<file path="config.mk">
export PLATFORM = sky130hd
export DESIGN_NAME = mem_bus_arbiter
export DESIGN_NICKNAME = d
export VERILOG_FILES = /design/src/rtl/mem_bus_arbiter.sv
export SDC_FILE = /design/constraint.sdc
export NUM_CORES = 1
export LEC_CHECK = 0
export BUFFER_PORTS_ARGS = -buffer_cell sky130_fd_sc_hd__clkbuf_2
export CAP_MARGIN = 0
export CORE_ASPECT_RATIO = 1.5
export CORE_MARGIN = 2
export CORE_UTILIZATION = 45
export CTS_CLUSTER_SIZE = 10
export DETAILED_ROUTE_END_ITERATION = 6
export PLACE_DENSITY = 0.8
export SETUP_SLACK_MARGIN = 0.2
export SKIP_LAST_GASP = 1
export SLEW_MARGIN = 10
export SYNTH_ARGS = -nofsm -noshare
export SYNTH_HDL_FRONTEND = slang
export SYNTH_SLANG_ARGS = --single-unit
</file>
<file path="constraint.sdc">
create_clock -name clk -period 2.7 [get_ports clk]
set_clock_uncertainty 0.2 [all_clocks]
set_input_delay 0.135 -clock clk [delete_from_list [all_inputs] [get_ports clk]]
set_output_delay 0.135 -clock clk [all_outputs]
set_load 0.01 [all_outputs]
</file>
<file path="src/rtl/mem_bus_arbiter.sv">
// Shares one SRAM-like bus between the IF fetch port and the MEM data port.
// Define ARB_ROUND_ROBIN_EN to alternate grants when both ports request.
module mem_bus_arbiter #(
    parameter int ADDR_W = 32,
    parameter int DATA_W = 32
) (
    input  logic                  clk,
    input  logic                  rst,
    input  logic                  pipe_hold_i,
    input  logic                  flush_i,
    input  logic                  inst_ce_i,
    input  logic [ADDR_W-1:0]     inst_addr_i,
    output logic [DATA_W-1:0]     inst_rdata_o,
    output logic                  inst_stall_o,
    input  logic                  data_ce_i,
    input  logic                  data_we_i,
    input  logic [DATA_W/8-1:0]   data_sel_i,
    input  logic [ADDR_W-1:0]     data_addr_i,
    input  logic [DATA_W-1:0]     data_wdata_i,
    output logic [DATA_W-1:0]     data_rdata_o,
    output logic                  data_stall_o,
    output logic                  bus_req_o,
    output logic                  bus_wr_o,
    output logic [DATA_W/8-1:0]   bus_sel_o,
    output logic [ADDR_W-1:0]     bus_addr_o,
    output logic [DATA_W-1:0]     bus_wdata_o,
    input  logic                  bus_addr_ok_i,
    input  logic                  bus_data_ok_i,
    input  logic [DATA_W-1:0]     bus_rdata_i
);

    localparam int SEL_W = DATA_W / 8;

    localparam logic [1:0] S_IDLE  = 2'd0;
    localparam logic [1:0] S_REQ   = 2'd1;
    localparam logic [1:0] S_WAIT  = 2'd2;
    localparam logic [1:0] S_DRAIN = 2'd3;

    logic [1:0]        state_q, state_d;
    logic              owner_q, owner_d;
    logic              bus_wr_q, bus_wr_d;
    logic [SEL_W-1:0]  bus_sel_q, bus_sel_d;
    logic [ADDR_W-1:0] bus_addr_q, bus_addr_d;
    logic [DATA_W-1:0] bus_wdata_q, bus_wdata_d;
    logic [DATA_W-1:0] inst_rdata_q, inst_rdata_d;
    logic [DATA_W-1:0] data_rdata_q, data_rdata_d;
    logic              inst_done_q, inst_done_d;
    logic              data_done_q, data_done_d;

    logic inst_pend, data_pend;
    logic prio_data, grant, gnt_data;
    logic complete;

`ifdef ARB_ROUND_ROBIN_EN
    logic last_q, last_d;
`endif

    always_comb begin
        inst_pend = inst_ce_i & ~inst_done_q;
        data_pend = data_ce_i & ~data_done_q;
`ifdef ARB_ROUND_ROBIN_EN
        prio_data = ~last_q;
`else
        prio_data = 1'b1;
`endif
        gnt_data = data_pend & (prio_data | ~inst_pend);
        grant    = (state_q == S_IDLE) & ~flush_i & (inst_pend | data_pend);
    end

    always_comb begin
        state_d     = state_q;
        owner_d     = owner_q;
        bus_wr_d    = bus_wr_q;
        bus_sel_d   = bus_sel_q;
        bus_addr_d  = bus_addr_q;
        bus_wdata_d = bus_wdata_q;
        complete    = 1'b0;
`ifdef ARB_ROUND_ROBIN_EN
        last_d      = last_q;
`endif
        case (state_q)
            S_IDLE: begin
                if (grant) begin
                    state_d = S_REQ;
                    owner_d = gnt_data;
`ifdef ARB_ROUND_ROBIN_EN
                    last_d  = gnt_data;
`endif
                    if (gnt_data) begin
                        bus_wr_d    = data_we_i;
                        bus_sel_d   = data_sel_i;
                        bus_addr_d  = data_addr_i;
                        bus_wdata_d = data_wdata_i;
                    end else begin
                        bus_wr_d   = 1'b0;
                        bus_sel_d  = '1;
                        bus_addr_d = inst_addr_i;
                    end
                end
            end
            S_REQ: begin
                if (bus_addr_ok_i) begin
                    // flush after acceptance still owes the slave a response
                    if (bus_data_ok_i) begin
                        state_d  = S_IDLE;
                        complete = ~flush_i;
                    end else begin
                        state_d = flush_i ? S_DRAIN : S_WAIT;
                    end
                end else if (flush_i) begin
                    state_d = S_IDLE;
                end
            end
            S_WAIT: begin
                if (bus_data_ok_i) begin
                    state_d  = S_IDLE;
                    complete = ~flush_i;
                end else if (flush_i) begin
                    state_d = S_DRAIN;
                end
            end
            default: begin
                if (bus_data_ok_i) begin
                    state_d = S_IDLE;
                end
            end
        endcase
    end

    always_comb begin
        inst_rdata_d = inst_rdata_q;
        data_rdata_d = data_rdata_q;
        inst_done_d  = inst_done_q;
        data_done_d  = data_done_q;
        if (complete & ~owner_q) begin
            inst_rdata_d = bus_rdata_i;
            inst_done_d  = 1'b1;
        end
        if (complete & owner_q) begin
            if (!bus_wr_q) begin
                data_rdata_d = bus_rdata_i;
            end
            data_done_d = 1'b1;
        end
        if (flush_i | (inst_done_q & ~pipe_hold_i)) begin
            inst_done_d = 1'b0;
        end
        if (flush_i | (data_done_q & ~pipe_hold_i)) begin
            data_done_d = 1'b0;
        end
    end

    always_ff @(posedge clk) begin
        if (rst) begin
            state_q      <= S_IDLE;
            owner_q      <= 1'b0;
            bus_wr_q     <= 1'b0;
            bus_sel_q    <= '0;
            bus_addr_q   <= '0;
            bus_wdata_q  <= '0;
            inst_rdata_q <= '0;
            data_rdata_q <= '0;
            inst_done_q  <= 1'b0;
            data_done_q  <= 1'b0;
`ifdef ARB_ROUND_ROBIN_EN
            last_q       <= 1'b0;
`endif
        end else begin
            state_q      <= state_d;
            owner_q      <= owner_d;
            bus_wr_q     <= bus_wr_d;
            bus_sel_q    <= bus_sel_d;
            bus_addr_q   <= bus_addr_d;
            bus_wdata_q  <= bus_wdata_d;
            inst_rdata_q <= inst_rdata_d;
            data_rdata_q <= data_rdata_d;
            inst_done_q  <= inst_done_d;
            data_done_q  <= data_done_d;
`ifdef ARB_ROUND_ROBIN_EN
            last_q       <= last_d;
`endif
        end
    end

    assign bus_req_o    = (state_q == S_REQ);
    assign bus_wr_o     = bus_wr_q;
    assign bus_sel_o    = bus_sel_q;
    assign bus_addr_o   = bus_addr_q;
    assign bus_wdata_o  = bus_wdata_q;
    assign inst_rdata_o = inst_rdata_q;
    assign data_rdata_o = data_rdata_q;
    assign inst_stall_o = inst_ce_i & ~inst_done_q;
    assign data_stall_o = data_ce_i & ~data_done_q;

endmodule

</file>
==> results of run 1 <==
## where the power goes
group / switching, mW / internal [mW]
logic: 0.713 / 0.625
registers: 0.109 / 2.21
clock network: 0.861 / 1.38
total: 1.68 / 4.22
## placed cells by master (no fill, tap or decap), types with 2 or more instances in the layout
| master | Yosys | layout |
|---|---|---|
| clkbuf_1 | 22 | 2 |
| mux2i_1 | 3 | 3 |
| bufinv_16 | 0 | 2 |
| dlygate4sd3_1 | 0 | 138 |
| inv_1 | 5 | 5 |
| clkinv_2 | 0 | 4 |
| buf_4 | 3 | 11 |
| o21ai_0 | 2 | 2 |
| clkinv_4 | 0 | 2 |
| clkbuf_16 | 0 | 19 |
| nor2_1 | 43 | 43 |
| nand2_1 | 258 | 258 |
| clkinvlp_4 | 0 | 2 |
| nor3_1 | 8 | 8 |
| or4_1 | 2 | 2 |
| a21oi_1 | 100 | 100 |
| nand2b_1 | 6 | 5 |
| buf_12 | 0 | 3 |
| a311oi_1 | 32 | 32 |
| ha_1 | 4 | 3 |
| clkbuf_2 | 0 | 275 |
| dfxtp_1 | 138 | 138 |
## flip-flops by register name (all words and copies together), names as in the netlist
| signal | flops |
|---|---|
| state_q | 2 |
| data_rdata_o | 32 |
| bus_wdata_o | 32 |
| owner_q | 1 |
| inst_done_q | 1 |
| bus_addr_o | 32 |
| bus_wr_o | 1 |
| bus_sel_o | 4 |
| inst_rdata_o | 32 |
| data_done_q | 1 |
## per-stage QoR
step	instance area (µm²)	power, mW	utilization, %
4_1_cts	8600	5.756	75.36
3_3_place_gp	6650	3.299	58.28
2_1_floorplan	5216	2.924	-
3_5_place_dp	6650	3.321	58.28
6_report	8697	5.901	76.22
5_1_grt	8697	6.125	76.22
## cell families (layout without fill, tap and decap cells)
kind of cell / after synthesis / in the layout / synth area share, %
compound gates: 138 / 138 / 15.74
fa+ha+maj: 4 / 4 / 0.9595
buf+inv: 55 / 465 / 5.085
flops: 138 / 138 / 52.96
mux: 3 / 3 / 0.5757
other cells: 0 / 1 / 0
simple gates: 324 / 324 / 24.68
## cell type report
cell class | count | area [µm²] | area share, %
Timing Repair Buffer | 429 | 2950 | 33.92
Sequential cell | 138 | 2763 | 31.77
Multi-Input combinational cell | 469 | 2207 | 25.38
Clock buffer | 20 | 446.7 | 5.136
Tap cell | 150 | 187.7 | 2.158
Clock inverter | 11 | 121.4 | 1.395
Inverter | 5 | 18.77 | 0.2158
Antenna cell | 1 | 2.502 | 0.02877
## metal layers
layer | track usage (%) | share of wire (%) | vias to the layer above
met5 | 0 | 0 | -
met4 | 18.91 | 6.0 | 0
met3 | 6.818 | 6.8 | 105
met2 | 53.19 | 52 | 365
met1 | 30.93 | 35 | 2864
li1 | - | - | 2984
## worst max-delay path, cell delays in order (launching register included)
cell and delay [ns]:
dfxtp_1 0.33, inv_1 0.09, ha_2 0.22, nand2b_2 0.12, a21oi_4 0.25, buf_12 0.18, nor2_1 0.08, a311oi_1 0.30
dlygate4sd3_1 0.60
## what timing repair did
item	CTS	global route
hold buffers	138	0
resized for setup	0	8
setup endpoints to repair	0	18
hold endpoints to repair	138	0
buffers inserted	0	2
## final timing paths
path                       to  slack (ns)  cells after the start
min                state_q[0]        0.05                      5
max             bus_addr_o[8]        0.27                      8
max reg2reg     bus_addr_o[8]        0.27                      8
min reg2reg  data_rdata_o[15]        0.25                      2
==> results_dict.tcl, run 1 <==
set metrics [dict create \
    pre_cts_slack_ns 0.5965 \
    gp_congestion 0.8439 \
    clock_latency_ns 0.40 \
    fillerInstances 767 \
    ios 277 \
    final-hold-violation-count 0 \
    worstPathMaxFanout 14 \
    yosys_register_bits 138 \
    start_kind "flip-flop" \
    powerDensity_nw_per_um2 678.4 \
    overflow 0 \
    grt_setup_unrepaired "false" \
    synth_top_area_share_pct 52.96 \
    via_per_inst 5.166 \
    grt_usage_pct 29.65 \
    place_inst 1049 \
    avgSynthCellArea_um2 7.880 \
    yosysTopAreaCell "dfxtp_1" \
    cts-htree-levels 4 \
    setup_viol_count_final 0 \
    max_cap_viol_count 0 \
    worstReg2RegStart "state_q[0]" \
    syn_area_um2 5216 \
    nets 1205 \
    synth.area.top_cells "dfxtp_1 53%, nand2_1 19%, a21oi_1 9.6%" \
    yosysMostFrequentCell "nand2_1" \
    layout_setup_ws_ns 0.2731 \
    cts.sinks 138 \
    dr.pass1.iters 5 \
    timing.fmax_ghz 0.4120 \
    yosysWarnings 0 \
    hold_class "input pin to flip-flop" \
    syn2layout_area_growth_pct 66.73 \
    cp.required_ns 2.85 \
    instances_no_fill 1223 \
    avgRoutedWirePerCell_um 15.96 \
    ys_seq_area_share_pct 52.96 \
    fin_crit_sh_pct 89.89 \
    vdd_ir_drop_max_v 0.0005749 \
    cts_buffers 17 \
    core-area_um2 11410 \
    tns_ns 0 \
    die_height_um 135.9 \
    dr_total_vias 6318 \
    dominantRegCellSynth "dfxtp_1" \
    cp-startpoint "state_q[0]" \
    whs_ns 0.04732 \
    drtAntennaViolNets 0 \
    rows 48 \
    syn_inst 662 \
    port_buffers 276 \
    cts_tree "done" \
    wl_mm 19.52 \
    total_leakage_power_nw 3.886 \
    max_slew_margin_pct 52.18 \
    worst_pin_slew_ns 0.7172 \
    path_class "flip-flop to flip-flop" \
    clk_pin_slew_ns 0.06 \
    synth_cell_type_count 27 \
    die-area_um2 12490 \
    arrival_ns 2.57 \
    synth_common_cells "258 x nand2_1, 138 x dfxtp_1, 100 x a21oi_1" \
    drt_iter0_markers 285 \
    layout-drive-gt1-share_pct 30.60 \
    die_w_um 91.91 \
    outcome "complete, no violations" \
    async_flop_share_pct 0 \
    start_util_pct 45.71 \
    hpwlAfterDp_mm 10.39 \
    endpoint_kind "flip-flop" \
    route.detailed.drc 0 \
    grt_pass1_wl_mm 29.68 \
    grt_pass1_vias 6266 \
    post-route-min-period_ns 2.427 \
    clock_path_buffers 2 \
    syn_nets 807 \
    grt_antenna_before_repair 1 \
    synth_edf_count 0 \
    slew_violations 0 \
    grt_max_degree 58 \
    cts_root_buf "clkbuf_16" \
    hp-start "bus_addr_ok_i" \
]
Power figures use the tool's default switching activity.
==> run 2, diff against run 1 <==
--- a/config.mk
+++ b/config.mk
@@ -5,14 +5,14 @@
 export SDC_FILE = /design/constraint.sdc
 export NUM_CORES = 1
 export LEC_CHECK = 0
+export ABC_AREA = 1
 export BUFFER_PORTS_ARGS = -buffer_cell sky130_fd_sc_hd__clkbuf_2
 export CAP_MARGIN = 0
 export CORE_ASPECT_RATIO = 1.5
-export CORE_MARGIN = 2
-export CORE_UTILIZATION = 45
+export CORE_UTILIZATION = 46
 export CTS_CLUSTER_SIZE = 10
 export DETAILED_ROUTE_END_ITERATION = 6
-export PLACE_DENSITY = 0.8
+export PLACE_DENSITY = 0.81
 export SETUP_SLACK_MARGIN = 0.2
 export SKIP_LAST_GASP = 1
 export SLEW_MARGIN = 10
==> run 2 against run 1 <==
Global-route usage grew 1.8 points. Final area grew 2.3%. Register-to-register slack gained 0.13 ns. Routed wire length grew 0.46%. Largest cell class unchanged. Largest power group unchanged.
==> results_dict.tcl, run 2 <==
set metrics [dict create \
    synth_top_area_share_pct 50.58 \
    hold_class "input pin to flip-flop" \
    syn_inst 742 \
    rows 48 \
    route.detailed.drc 0 \
    final_cell_mix "276 x clkbuf_2, 170 x nor2_1, 139 x dlygate4sd3_1" \
    slew_violations 0 \
    path_class "flip-flop to flip-flop" \
    drt_iter0_markers 240 \
    max_slew_margin_pct 59.86 \
    dr_total_vias 6568 \
    worst_pin_slew_ns 0.6000 \
    final-hold-violation-count 0 \
    yosysTopAreaCell "dfxtp_1" \
    drtAntennaViolNets 0 \
    reg2reg_slack_ns 0.40 \
    wl_mm 19.61 \
    timing.fmax_ghz 0.4355 \
    clock_path_buffers 2 \
    die_height_um 135.5 \
    nets 1284 \
    post-cts-setup-buffers 0 \
    cts_root_buf "clkbuf_16" \
    layout-drive-gt1-share_pct 28.65 \
    syn2layout_area_growth_pct 62.96 \
    grt_usage_pct 31.41 \
    avgRoutedWirePerCell_um 15.05 \
    yosysWarnings 0 \
    crit_end "bus_wdata_o[7]" \
    dr.pass1.iters 6 \
    die_w_um 90.97 \
    grt_antenna_before_repair 0 \
    total_leakage_power_nw 4.239 \
    synth_cell_type_count 23 \
    endpoint_kind "flip-flop" \
    cts-htree-levels 4 \
    cts_buffers 17 \
    syn_area_um2 5461 \
    reg2reg_to "bus_wdata_o[7]" \
    cts.sinks 138 \
    port_buffers 276 \
    post-route-min-period_ns 2.296 \
    switching_share_pct 31.55 \
    clk_pin_slew_ns 0.06 \
    hp-start "inst_ce_i" \
    setup_viol_count_final 0 \
    fin_crit_sh_pct 85.04 \
    hpwlAfterDp_mm 11.07 \
    gp_congestion 0.8425 \
    via_per_inst 5.041 \
    fillerInstances 798 \
    powerDensity_nw_per_um2 768.6 \
    worstPathMaxFanout 30 \
    whs_path_depth 6 \
    clock_latency_ns 0.40 \
    yosys_register_bits 138 \
    grt_pass1_vias 6491 \
    outcome "complete, no violations" \
    overflow 0 \
    seqPwrFrac_pct 36.7 \
    intPower_mw 4.682 \
    total_power_mw 6.840 \
    cp.required_ns 2.78 \
    avgSynthCellArea_um2 7.360 \
    max_cap_viol_count 0 \
    reg2reg_depth 8 \
    cp-startpoint "state_q[0]" \
    ios 277 \
    p_comb_share_pct 26.7 \
    cts_tree "done" \
    vdd_ir_drop_max_v 0.0004859 \
    final_common_cell "clkbuf_2" \
    yosysMostFrequentCell "nor2_1" \
    start_util_pct 47.36 \
    synth.area.top_cells "dfxtp_1 51%, nor2_1 12%, o21ai_0 11%" \
    tns_ns 0 \
    async_flop_share_pct 0 \
    ys_seq_area_share_pct 50.58 \
    dominantRegCellSynth "dfxtp_1" \
    grt_pass1_wl_mm 30.55 \
    synth_edf_count 0 \
    start_kind "flip-flop" \
    power.share.clock_pct 36.7 \
    syn_nets 887 \
    synth_common_cells "170 x nor2_1, 138 x dfxtp_1, 124 x o21ai_0" \
    core-area_um2 11530 \
    p_switching_mw 2.158 \
    grt_max_degree 66 \
    grt_setup_unrepaired "false" \
    die-area_um2 12320 \
    worstReg2RegStart "state_q[0]" \
    arrival_ns 2.37 \
]
run 2: final cells by class:
type                       count  area, µm²  share of cell area [%]
clock buffer                  18      429.2                   4.822
inverter                      47      181.4                   2.039
antenna                        1      2.502                 0.02812
sequential                   138       2763                   31.04
tap                          150      187.7                   2.109
multi-input combinational    507       2240                   25.17
clock inverter                14      210.2                   2.362
timing repair buffer         428       2887                   32.43
run 2: how the worst min path moves through the flow:
stage	end	slack, ns
2_1_floorplan	bus_wr_o	0.004
5_1_grt	owner_q	0.24
6_report	owner_q	0.13
3_3_place_gp	bus_wr_o	0.16
3_5_place_dp	bus_wr_o	0.16
4_1_cts	owner_q	0.12
run 2: metal layers:
metal	vias to the layer above	wire length (µm)	GRT usage, %
li1	3173	-	-
met1	2998	7068	31.88
met2	336	10430	58.12
met3	61	1310	7.520
met4	0	794	18.43
met5	-	0	0
run 2: what timing repair did:
item | 4_1_cts | 5_1_grt
endpoints found under the setup margin | 0 | 1
endpoints found under the hold margin | 138 | 0
hold buffers | 139 | 0
resized for setup | 0 | 1
run 2: power groups by stage:
| stage | clock network [mW] | logic (mW) | registers (mW) |
|---|---|---|---|
| 4_1_cts | 2.53 | 1.77 | 2.50 |
| 6_report | 2.51 | 1.83 | 2.51 |
| 3_3_place_gp | 0 | 1.56 | 2.53 |
| 3_5_place_dp | 0 | 1.58 | 2.54 |
| 5_1_grt | 2.62 | 2.01 | 2.54 |
| 2_1_floorplan | 0 | 0.898 | 2.66 |
run 2: worst max-delay path: stages, from the launching register on:
cell     delay, ns
dfxtp_1       0.33
inv_1         0.10
ha_1          0.17
inv_1         0.06
nor2_2        0.16
nand2_2       0.38
buf_4         0.32
o21ai_0       0.33
nor2_1        0.10
run 2: metrics by stage:
step / instance area [µm²] / hold WS, ns / instances / util, % / setup slack [ns]
6_report: 8900 / 0.1257 / 1303 / 77.18 / 0.4040
5_1_grt: 8897 / 0.2424 / 1302 / 77.16 / 0.2132
4_1_cts: 8894 / 0.1241 / 1302 / 77.13 / 0.3988
3_5_place_dp: 6863 / 0.1575 / 1131 / 59.52 / 0.5285
3_3_place_gp: 6863 / 0.1566 / 1131 / 59.52 / 0.5816
2_1_floorplan: 5461 / 0.004066 / 742 / - / 0.9657
run 2: cell families (layout without fill, tap and decap cells):
group                      count (synthesis)  count (layout)  share of synthesized area, %
buffers and inverters                     97             507                         8.408
and+or+nand+nor                          295             295                         20.94
other                                      0               1                             0
AOI/OAI and AO/OA                        208             208                         19.15
DFF                                      138             138                         50.58
adders and majority gates                  4               4                        0.9164
==> run 3, diff against run 2 <==
==> constraint.sdc (replaced) <==
create_clock -name clk -period 2.3 [get_ports clk]
set_clock_uncertainty 0.2 [all_clocks]
set_input_delay 0.115 -clock clk [delete_from_list [all_inputs] [get_ports clk]]
set_output_delay 0.115 -clock clk [all_outputs]
set_load 0.01 [all_outputs]
==> run 3 against run 2 <==
Worst setup slack worse by 0.083 ns. Routed wire length fell by 0.69%. Global-route usage shrank 0.14 points. Critical path depth unchanged. Highest routed layer unchanged. Count of clock-buffer cells in the layout did not move. Clock power increased by 11%. Register-to-register slack got worse by 0.08 ns. Largest cell class unchanged. First-iteration DRC count up 23%. Die area is the same. Sequential cell count stayed put.
==> results_dict.tcl, run 3 (same netlist as run 2, synthesis figures left out) <==
set metrics [dict create \
    outcome "complete, no violations" \
    clock_path_buffers 2 \
    cpMaxStageDelayCell "dfxtp_1" \
    grt_max_degree 69 \
    arrival_ns 2.09 \
    die-area_um2 12320 \
    drt_iter0_markers 295 \
    reg2reg_slack_ns 0.32 \
    grt_usage_pct 31.26 \
    overflow 0 \
    slew_violations 0 \
    power.share.clock_pct 35.2 \
    start_kind "flip-flop" \
    cp.required_ns 2.41 \
    path_cells "inv_1 > ha_1 > nand2_1 > nand2_1 > nand3b_1 > buf_12 > o21ai_1 > a21oi_1" \
    clk_pin_slew_ns 0.06 \
    worstPathMaxFanout 65 \
    hpwlAfterDp_mm 10.86 \
    post-cts-setup-buffers 0 \
    fillerInstances 771 \
    gp_congestion 0.7784 \
    cts_tree "done" \
    route.detailed.drc 0 \
    p_comb_share_pct 27.5 \
    hold_end "bus_addr_o[28]" \
    vdd_ir_drop_max_v 0.0005262 \
    p_switching_mw 2.497 \
    max_cap_viol_count 0 \
    grt_pass1_vias 6488 \
    path_class "flip-flop to flip-flop" \
    crit_family "flip-flops" \
    start_util_pct 47.36 \
    reg2reg_to "inst_rdata_o[6]" \
    cts_buffers 17 \
    setup_viol_count_final 0 \
    core-area_um2 11530 \
    total_leakage_power_nw 4.217 \
    powerDensity_nw_per_um2 889.8 \
    tns_ns 0 \
    layout-drive-gt1-share_pct 28.72 \
    grt_setup_unrepaired "false" \
    cts.sinks 138 \
    worst_pin_slew_ns 0.5775 \
    fin_crit_sh_pct 86.04 \
    whs_path_depth 6 \
    rows 48 \
    intPower_mw 5.400 \
    dr_total_vias 6558 \
    post-route-min-period_ns 1.979 \
    port_buffers 276 \
    grt_antenna_before_repair 0 \
    via_per_inst 5.045 \
    ios 277 \
    hp-start "inst_ce_i" \
    final_common_cell "clkbuf_2" \
    switching_share_pct 31.62 \
    reg2reg_depth 8 \
    clock_latency_ns 0.40 \
    final-hold-violation-count 0 \
    total_power_mw 7.897 \
    die_height_um 135.5 \
    slowest_delay_ns 0.39 \
    syn2layout_area_growth_pct 62.50 \
    grt_pass1_wl_mm 30.50 \
    worstReg2RegStart "state_q[1]" \
    die_w_um 90.97 \
    max_slew_margin_pct 61.50 \
    drtAntennaViolNets 0 \
    timing.fmax_ghz 0.5053 \
    dr.pass1.iters 5 \
    seqPwrFrac_pct 37.3 \
    cts-htree-levels 4 \
    endpoint_kind "flip-flop" \
    cts_root_buf "clkbuf_16" \
    path_buf_inv 2 \
    hold_class "input pin to flip-flop" \
    avgRoutedWirePerCell_um 14.98 \
    nets 1282 \
    wl_mm 19.47 \
    final_cell_mix "276 x clkbuf_2, 170 x nor2_1, 138 x dfxtp_1, 138 x dlygate4sd3_1, 122 x o21ai_0" \
    crit_top_cell "nand2_1" \
]
## run 3: final cells by class
class	count	area (µm²)	share of cell area (%)
diodes	1	2.502	0.02820
multi-input cells	507	2242	25.26
repair buffers	426	2889	32.55
clock inverters	13	167.7	1.889
flip-flops and latches	138	2763	31.13
clock buffers	18	439.2	4.949
inverters	47	183.9	2.072
well taps	150	187.7	2.115
## run 3: per-stage QoR
step / setup slack (ns) / cell area (µm²) / std cells / utilization (%) / hold WS (ns)
after floorplan: 0.5657 / 5461 / 742 / - / -0.01593
after global placement: 0.4049 / 6868 / 1130 / 59.56 / 0.1239
after detailed placement: 0.3581 / 6868 / 1130 / 59.56 / 0.1331
after CTS: 0.3440 / 8856 / 1299 / 76.80 / 0.2006
after global routing: 0.2063 / 8872 / 1299 / 76.94 / 0.1816
final: 0.3211 / 8875 / 1300 / 76.96 / 0.1328
## run 3: worst max path at each step
stage / start / endpoint / cells after the start
floorplan: state_q[1] / inst_rdata_o[14] / 9
global placement: state_q[0] / state_q[0] / 10
detailed placement: state_q[0] / state_q[0] / 11
CTS: state_q[0] / state_q[0] / 11
global route: state_q[1] / data_rdata_o[23] / 8
finish: state_q[1] / inst_rdata_o[6] / 8
## run 3: worst reg2reg max path, delay by kind of cell, from the launching register on
family                     cells  cell delay, ns
adders and majority gates      1            0.25
DFF                            1            0.39
AOI/OAI and AO/OA              2            0.37
and+or+nand+nor                3            0.34
buffers and inverters          2            0.35
## run 3: power groups by stage
stage	logic, mW	clock network [mW]	registers [mW]
floorplan	1.05	0	3.12
global placement	1.85	0	2.96
detailed placement	1.88	0	2.98
CTS	2.09	2.81	2.93
global route	2.39	2.91	2.98
finish	2.17	2.78	2.95
## run 3: what timing repair did
action | CTS | global route
setup endpoints to repair | 0 | 40
endpoints found under the hold margin | 138 | 0
hold buffers | 138 | 0
resized for setup | 0 | 8
## run 3: per-layer routing
metal  vias up  share of wire (%)  GRT usage (%)
met5         -                  0              0
met4         0                4.5          18.61
met3        66                6.9          7.295
met2       336                 52          56.57
met1      2983                 36          32.84
li1       3173                  -              -
